File: src/rtl/apb_adder_master.sv
// -----------------------------------------------------------------------------
// apb_adder_master
//
// APB requester for the downstream adder slave. A start pulse accepted in IDLE
// latches two operands and runs three back-to-back APB transfers:
//   A: write operand A (f=01, addr BASE_ADDR)
//   B: write operand B (f=10, addr BASE_ADDR+1)
//   C: read the sum    (f=11, addr BASE_ADDR+2), PRDATA1 captured into result
// If PREADY stays low for TIMEOUT ACCESS cycles, the op aborts: the bus goes
// idle, err is set, done pulses and result is left unchanged.
//
// Handshake: an APB transfer completes on a rising edge where
// PSEL=1, PENABLE=1 and PREADY=1. PREADY is ignored in every other state.
//
// Ports:
//   PCLK, PRESET       clock, synchronous active-high reset
//   start              one-cycle request, sampled only in IDLE
//   op_a, op_b         operands, latched on an accepted start
//   PRDATA1, PREADY    slave read data and ready
//   PSEL, PENABLE,     APB control
//   PWRITE, PRWADDR,
//   PRWDATA, f         APB address/data and slave function select
//   result             captured sum, held until the next successful op
//   done               one-cycle pulse at the end of every op
//   busy               high in every non-IDLE state
//   err                sticky timeout flag, cleared by the next accepted start
// -----------------------------------------------------------------------------
module apb_adder_master #(
   parameter logic [31:0] BASE_ADDR = 32'h0000_0000,
   parameter int          TIMEOUT   = 16
) (
   input  logic        PCLK,
   input  logic        PRESET,
   input  logic        start,
   input  logic [31:0] op_a,
   input  logic [31:0] op_b,
   input  logic [31:0] PRDATA1,
   input  logic        PREADY,
   output logic        PSEL,
   output logic        PENABLE,
   output logic        PWRITE,
   output logic [31:0] PRWADDR,
   output logic [31:0] PRWDATA,
   output logic [1:0]  f,
   output logic [31:0] result,
   output logic        done,
   output logic        busy,
   output logic        err
);

   // The wait counter only needs to reach TIMEOUT-1.
   localparam int WW = (TIMEOUT > 2) ? $clog2(TIMEOUT) : 1;

   typedef enum logic [2:0] {
      IDLE,
      SETUP_A,
      ACCESS_A,
      SETUP_B,
      ACCESS_B,
      SETUP_C,
      ACCESS_C
   } state_t;

   state_t          state_q, state_d;
   logic [31:0]     a_q, a_d;
   logic [31:0]     b_q, b_d;
   logic [WW-1:0]   wait_q, wait_d;
   logic [31:0]     result_q, result_d;
   logic            err_q, err_d;
   logic            done_q, done_d;
   logic            busy_q, busy_d;
   logic            psel_q, psel_d;
   logic            penable_q, penable_d;
   logic            pwrite_q, pwrite_d;
   logic [31:0]     addr_q, addr_d;
   logic [31:0]     wdata_q, wdata_d;
   logic [1:0]      f_q, f_d;

   logic            timed_out;

   assign timed_out = (wait_q == WW'(TIMEOUT - 1));

   always_comb begin
      state_d  = state_q;
      a_d      = a_q;
      b_d      = b_q;
      wait_d   = wait_q;
      result_d = result_q;
      err_d    = err_q;
      done_d   = 1'b0;

      case (state_q)
         IDLE: begin
            if (start) begin
               a_d     = op_a;
               b_d     = op_b;
               err_d   = 1'b0;
               state_d = SETUP_A;
            end
         end
         SETUP_A: begin
            wait_d  = '0;
            state_d = ACCESS_A;
         end
         SETUP_B: begin
            wait_d  = '0;
            state_d = ACCESS_B;
         end
         SETUP_C: begin
            wait_d  = '0;
            state_d = ACCESS_C;
         end
         ACCESS_A, ACCESS_B, ACCESS_C: begin
            // PREADY is checked first so a ready on the timeout edge completes.
            if (PREADY) begin
               case (state_q)
                  ACCESS_A: state_d = SETUP_B;
                  ACCESS_B: state_d = SETUP_C;
                  default: begin
                     result_d = PRDATA1;
                     done_d   = 1'b1;
                     state_d  = IDLE;
                  end
               endcase
            end else if (timed_out) begin
               err_d   = 1'b1;
               done_d  = 1'b1;
               state_d = IDLE;
            end else begin
               wait_d = wait_q + WW'(1);
            end
         end
         default: state_d = IDLE;
      endcase

      // Bus outputs are decoded from the next state so they are registered
      // and line up with the state they belong to.
      psel_d    = (state_d != IDLE);
      busy_d    = (state_d != IDLE);
      penable_d = (state_d == ACCESS_A) || (state_d == ACCESS_B) ||
                  (state_d == ACCESS_C);
      pwrite_d  = 1'b0;
      addr_d    = '0;
      wdata_d   = '0;
      f_d       = 2'b00;
      case (state_d)
         SETUP_A, ACCESS_A: begin
            f_d      = 2'b01;
            pwrite_d = 1'b1;
            addr_d   = BASE_ADDR;
            wdata_d  = a_d;
         end
         SETUP_B, ACCESS_B: begin
            f_d      = 2'b10;
            pwrite_d = 1'b1;
            addr_d   = BASE_ADDR + 32'd1;
            wdata_d  = b_d;
         end
         SETUP_C, ACCESS_C: begin
            f_d      = 2'b11;
            addr_d   = BASE_ADDR + 32'd2;
         end
         default: ;
      endcase
   end

   always_ff @(posedge PCLK) begin
      if (PRESET) begin
         state_q   <= IDLE;
         a_q       <= '0;
         b_q       <= '0;
         wait_q    <= '0;
         result_q  <= '0;
         err_q     <= 1'b0;
         done_q    <= 1'b0;
         busy_q    <= 1'b0;
         psel_q    <= 1'b0;
         penable_q <= 1'b0;
         pwrite_q  <= 1'b0;
         addr_q    <= '0;
         wdata_q   <= '0;
         f_q       <= 2'b00;
      end else begin
         state_q   <= state_d;
         a_q       <= a_d;
         b_q       <= b_d;
         wait_q    <= wait_d;
         result_q  <= result_d;
         err_q     <= err_d;
         done_q    <= done_d;
         busy_q    <= busy_d;
         psel_q    <= psel_d;
         penable_q <= penable_d;
         pwrite_q  <= pwrite_d;
         addr_q    <= addr_d;
         wdata_q   <= wdata_d;
         f_q       <= f_d;
      end
   end

   assign PSEL    = psel_q;
   assign PENABLE = penable_q;
   assign PWRITE  = pwrite_q;
   assign PRWADDR = addr_q;
   assign PRWDATA = wdata_q;
   assign f       = f_q;
   assign result  = result_q;
   assign done    = done_q;
   assign busy    = busy_q;
   assign err     = err_q;

endmodule

File: config.mk
export PLATFORM = sky130hd
export DESIGN_NAME = apb_adder_master
export DESIGN_NICKNAME = d
export VERILOG_FILES = /design/src/rtl/apb_adder_master.sv
export SDC_FILE = /design/constraint.sdc
export NUM_CORES = 1
export LEC_CHECK = 0
export BUFFER_PORTS_ARGS = -buffer_cell sky130_fd_sc_hd__buf_2
export CAP_MARGIN = 30
export CORE_ASPECT_RATIO = 0.75
export CORE_MARGIN = 2
export CORE_UTILIZATION = 54
export CTS_BUF_LIST = sky130_fd_sc_hd__clkbuf_8 sky130_fd_sc_hd__clkbuf_16
export DETAILED_ROUTE_END_ITERATION = 10
export PLACE_DENSITY = 0.92
export SLEW_MARGIN = 30
export SYNTH_ARGS = -nofsm -noshare
export SYNTH_HDL_FRONTEND = slang
export SYNTH_SLANG_ARGS = --single-unit
File: constraint.sdc
create_clock -name PCLK -period 4.5 [get_ports PCLK]
set_input_delay 0.9 -clock PCLK [delete_from_list [all_inputs] [get_ports PCLK]]
set_output_delay 0.9 -clock PCLK [all_outputs]
set_load 0.01 [all_outputs]
==> results.md, run 1 <==
- Final Max Slew Viols: 0
- Synth Area in Simple Gates: 17.0%
- Final Hold Viols: 0
- Fin crit period: 2.62 ns
- Root buf cell: clkbuf_16
- Total setup buffers inserted after CTS: 0
- Die Wd: 126 um
- Synth Area in XOR/XNOR: 0%
- Clock Tree Buf Depth: 2
- Crit path cell chain: or2_0 -> a2bb2oi_4 -> buf_4 -> o32ai_2
- Port bufs: 173
- CTS tree: built
- Crit Path Class: reg2reg
- Area grow syn2layout: 21.9%
- Worst Setup SP: state_q[1]$_SDFF_PP0_
- Synth Area in Compound Gates: 13.2%
- Total gr overflow: 0
- Peak VDD IR: 0.274 mV
- Hold Crit Class: reg2reg
- Rows: 33
- Post-DP HPWL: 8330 um
- Initial Util: 55.1%
- Reg-to-reg setup timing slack: 1.88 ns
- CP required: 4.76 ns
- Synth Area per Inst: 9.70 um2
- CTS clk-pin slew, worst paths: 0.06 ns
- Setup crit start kind: flip-flop
- Share of layout cells above drive strength 1: 30.2%
- Cells after Synth: 617
- RSZ-0062 raised after global routing: no
- Drt first pass iters: 5
- Crit path to: PRWDATA[25]$_SDFF_PP0_
- Placer congestion estimate: 0.748
- Sequential area share after synthesis: 48.2%
- Nets: 867
- Crit. End Element: flip-flop
- GRT Util Overall: 20.9%
- Yosys synthesis warning count: 0
- Routed Antenna Nets: 0
- Commonest non-fill, non-tap cell in the layout: buf_2
- Via density per instance: 4.97
- EDFF count, synth: 0
- CP peak stage delay: 0.83 ns
- Wire per inst: 14.0 um
- Multiplexer area fraction after synthesis: 11.0%
- Least-Margin Pin Slew: 0.860 ns
- Synthesized cell area: 5990 um2
- Clock latency on the worst-skew pair: 0.41 ns
- Core area: 10900 um2
- DRC: 0
- Post-Route WL: 12900 um
- Largest family of logic cells by synthesized area: simple AND/OR/NAND/NOR gates
- Number of hold buffers added after CTS: 0
- H-tree levels: 4
- Setup Skew: 0.00853 ns
- Post-synth cell types: 51
- Post-synthesis adder-cell area fraction: 0.209%
- Async S/R FF share, synth: 0%
- Total CTS buffers: 17
- Io pins: 204
- Post_cts resized: 0
- Reg2reg path depth: 4
- Main flop type after synthesis: dfxtp_1
- Final setup TNS: 0 ns
- Crit path DAT: 2.88 ns
- R2R Path End: PRWDATA[25]$_SDFF_PP0_
- Synthesis-stage register bit count: 144
- Initial antenna violation count: 2
- First-pass GRT wire length: 19800 um
- 1st-iter DRT viols: 311
- Vias: 4570
- Period utilization: 58.2%
- Maximum clock rate: 0.382 GHz
- Largest net degree at the start of global routing: 147
- Crit Reg-Reg Startpoint: state_q[1]$_SDFF_PP0_
- Max FO, Critical Path: 24
- Commonest non-fill, non-tap cells in the layout: buf_2, dfxtp_1, nor2b_1, mux2i_1, nand2_1
- Worst rel slew slack: 42.7%
- Vias in the first global route: 4134
- DIE HEIGHT: 95.2 um
- Count of final setup violators: 0
- Pwr Density: 427 nW/um2
- Outcome: finished clean
- Max Cap Viol: 0
- Total power: 3120 uW
- CTS sink count: 144
- Full die area: 12000 um2
- Highest-delay cell along the critical path: dfxtp_1
- Static leakage: 0.00343 uW
Yosys cell counts, drive strengths merged, types with 2 or more instances:
master	instances	area [um2]
a21oi	39	195
a31oi	2	12.5
and4b	2	20.0
buf	54	402
clkbuf	24	90.1
dfxtp	144	2880
inv	34	128
mux2i	66	661
nand2	65	244
nand2b	5	31.3
nand3	5	25.0
nor2	40	153
nor2b	69	432
nor3	3	15.0
nor4b	2	32.5
o211a	2	20.0
o211ai	2	15.0
o21ai	3	15.0
o32ai	32	408
or2	2	12.5
cells by family after synthesis:
family,after synthesis
other cells,1
flops,144
fa+ha+maj,1
compound gates,93
buf+inv,112
mux,66
simple gates,200
worst max-delay path: cells and delay by family, from the launching register on:
kind | cells | cell delay, ns
buffers and inverters | 1 | 0.38
and+or+nand+nor | 1 | 0.48
DFF | 1 | 0.83
AOI/OAI and AO/OA | 2 | 0.76
how the worst min path moves through the flow:
stage                                       start                       to  slack (ns)  depth (start not counted)
after detailed placement   result[9]$_SDFFE_PP0P_   result[9]$_SDFFE_PP0P_        0.44                          2
after floorplan                 b_q[0]$_SDFF_PP0_        b_q[0]$_SDFF_PP0_        0.45                          2
after global placement     result[3]$_SDFFE_PP0P_   result[3]$_SDFFE_PP0P_        0.44                          2
after CTS                  result[9]$_SDFFE_PP0P_   result[9]$_SDFFE_PP0P_        0.45                          2
final                     result[27]$_SDFFE_PP0P_  result[27]$_SDFFE_PP0P_        0.45                          2
after global routing      result[29]$_SDFFE_PP0P_  result[29]$_SDFFE_PP0P_        0.47                          2
sequential cells by signal, indices dropped and copies added (netlist names), 2 cells and up:
| name | count |
|---|---|
| f | 2 |
| b_q | 32 |
| PRWDATA | 32 |
| a_q | 32 |
| result | 32 |
| wait_q | 4 |
| PRWADDR | 2 |
| state_q | 3 |
final cells by class:
cell class | count | area (um2)
Inverter | 34 | 128
Antenna cell | 1 | 2.50
Timing Repair Buffer | 179 | 925
Fill cell | 866 | 3560
Multi-Input combinational cell | 390 | 2620
Tap cell | 140 | 175
Clock buffer | 19 | 453
Clock inverter | 13 | 114
Sequential cell | 144 | 2880
stage by stage:
step	cells	setup slack [ns]	hold WS (ns)	area [um2]	util [%]
2_1_floorplan	646	2.52	0.455	6090	-
3_3_place_gp	887	1.78	0.439	6720	61.9
3_5_place_dp	887	1.88	0.444	6730	61.9
4_1_cts	919	1.88	0.453	7290	67.2
5_1_grt	920	1.73	0.472	7300	67.2
6_report	920	1.88	0.449	7300	67.2
power breakdown:
part	leakage [uW]	total, uW	switching (uW)	internal (uW)
Combinational	0.00199	395	223	172
Clock	0.000267	1340	547	788
Sequential	0.00118	1390	31.1	1350
Total	0.00343	3120	802	2310
metal layers:
metal,GRT usage [%],wire (um),vias up
li1,-,-,2301
met1,26.8,5730,2122
met2,33.6,6240,125
met3,5.56,668,20
met4,9.17,202,2
met5,0,11,-
No activity file was read; power rests on OpenSTA's default activity.
==> run 2, diff against run 1 <==
--- a/config.mk
+++ b/config.mk
@@ -9,10 +9,10 @@
 export CAP_MARGIN = 30
 export CORE_ASPECT_RATIO = 0.75
 export CORE_MARGIN = 2
-export CORE_UTILIZATION = 54
+export CORE_UTILIZATION = 45
 export CTS_BUF_LIST = sky130_fd_sc_hd__clkbuf_8 sky130_fd_sc_hd__clkbuf_16
 export DETAILED_ROUTE_END_ITERATION = 10
-export PLACE_DENSITY = 0.92
+export PLACE_DENSITY = 0.83
 export SLEW_MARGIN = 30
 export SYNTH_ARGS = -nofsm -noshare
 export SYNTH_HDL_FRONTEND = slang
==> constraint.sdc (replaced) <==
create_clock -name PCLK -period 2.4 [get_ports PCLK]
set_input_delay 0.48 -clock PCLK [delete_from_list [all_inputs] [get_ports PCLK]]
set_output_delay 0.48 -clock PCLK [all_outputs]
set_load 0.01 [all_outputs]
==> run 2 against run 1 <==
Against the previous run: first-iteration DRC count is 10% lower; sequential share of layout area is 0.84 points lower; via count is 1.6% higher; critical path depth stayed put; combinational power is 98% higher; maximum frequency is 35% higher; register-to-register slack worse by 1.4 ns; utilization is 9.7 points lower; critical path type unchanged; critical endpoint is now PRWDATA[21]$_SDFF_PP0_; largest cell class unchanged.
==> results.md, run 2 (synthesized netlist as in run 1, its figures left out) <==
- Fillers: 1142
- Pwr Density: 796 nW/um2
- Drt first pass iters: 5
- Hold Crit Class: in2reg
- Vias in the first global route: 4259
- Max Cap Viol: 0
- Total setup buffers inserted after CTS: 0
- Peak VDD IR: 0.568 mV
- Commonest non-fill, non-tap cell in the layout: buf_2
- Total CTS buffers: 17
- Setup crit start kind: flip-flop
- Vias: 4641
- CP required: 2.72 ns
- CTS sink count: 144
- Area after DPL: 6880 um2
- 1st-iter DRT viols: 279
- Count of final setup violators: 0
- Crit path cell chain: nor4b_1 -> a2bb2oi_4 -> buf_4 -> o32ai_2
- GRT Util Overall: 18.7%
- CTS clk-pin slew, worst paths: 0.06 ns
- Io pins: 204
- Maximum clock rate: 0.517 GHz
- Via density per instance: 4.84
- Crit Path Class: reg2reg
- Max FO, Critical Path: 19
- Nets: 875
- Final Hold Viols: 0
- Crit. End Element: flip-flop
- Largest net degree at the start of global routing: 72
- Period utilization: 80.6%
- DIE HEIGHT: 104 um
- Number of hold buffers added after CTS: 0
- First-pass GRT wire length: 20900 um
- Port bufs: 173
- Worst rel slew slack: 53.0%
- Die Wd: 137 um
- Initial antenna violation count: 2
- WP buf/inv: 1
- Area grow syn2layout: 24.5%
- Worst setup margin: 0.465 ns
- Final Max Slew Viols: 0
- Setup Skew: 0.0102 ns
- Core area: 13000 um2
- Share of layout cells above drive strength 1: 29.9%
- Highest-delay cell along the critical path: dfxtp_1
- Full die area: 14200 um2
- CP peak stage delay: 0.65 ns
- Least-Margin Pin Slew: 0.695 ns
- Final Cell Area: 7450 um2
- DRC: 0
- Final setup TNS: 0 ns
- Post-Route WL: 13300 um
- Clock latency on the worst-skew pair: 0.41 ns
- Commonest non-fill, non-tap cells in the layout: buf_2, dfxtp_1, nor2b_1, mux2i_1, nand2_1
- Routed Antenna Nets: 0
- Final core utilization: 57.5%
- Placer congestion estimate: 0.799
- H-tree levels: 4
- Setup slack at placement: 0.461 ns
- CP top delay family: flip-flops
- Total gr overflow: 0
- RSZ-0062 raised after global routing: no
- Post-DP HPWL: 9090 um
- Rows: 36
- Clock Tree Buf Depth: 2
- Root buf cell: clkbuf_16
- Initial Util: 46.1%
- Outcome: finished clean
- Fin crit period: 1.93 ns
- Static leakage: 0.00353 uW
- Post_cts resized: 0
- CTS tree: built
- Crit path DAT: 2.25 ns
- Wire per inst: 13.8 um
run 2: path summary, 6_finish.rpt:
path,cells after the start,endpoint,slack (ns),from
setup / recovery,4,PRWDATA[21]$_SDFF_PP0_,0.47,state_q[1]$_SDFF_PP0_
hold / removal,3,result[28]$_SDFFE_PP0P_,0.30,PRDATA1[28]
setup reg to reg,4,PRWDATA[21]$_SDFF_PP0_,0.47,state_q[1]$_SDFF_PP0_
hold reg to reg,2,result[3]$_SDFFE_PP0P_,0.45,result[3]$_SDFFE_PP0P_
run 2: worst min-delay path, stage by stage:
cell and delay [ns]:
buf_2 0.09, nand2_1 0.04, a21oi_1 0.05
run 2: report_power, final:
group	total, uW	leakage, uW	switching (uW)	internal (uW)
registers	2590	0.00118	51.6	2540
clock network	2560	0.000307	934	1620
logic	783	0.00205	436	347
run 2: cell type report:
type                            instances  area [um2]  share of cell area, %
Sequential cell                       144        2880                   38.7
Multi-Input combinational cell        390        2620                   35.1
Timing Repair Buffer                  187        1040                   14.0
Clock buffer                           18         439                   5.89
Tap cell                              171         214                   2.87
Clock inverter                         13         133                   1.78
Inverter                               34         128                   1.71
Antenna cell                            1        2.50                 0.0336
run 2: routing by layer:
metal  GRT usage (%)  routed length (um)  vias up
li1                -                   -     2315
met1            24.8                6080     2187
met2            28.6                6190      126
met3            5.75                 820       13
met4            6.77                 155        0
met5               0                   0        -
run 2: through the flow:
stage          cells  power (uW)  hold slack [ns]
2_1_floorplan    646        3220            0.455
3_3_place_gp     926        3400            0.439
3_5_place_dp     926        3420            0.444
4_1_cts          957        5990            0.290
5_1_grt          957        6200            0.299
6_report         958        5930            0.303
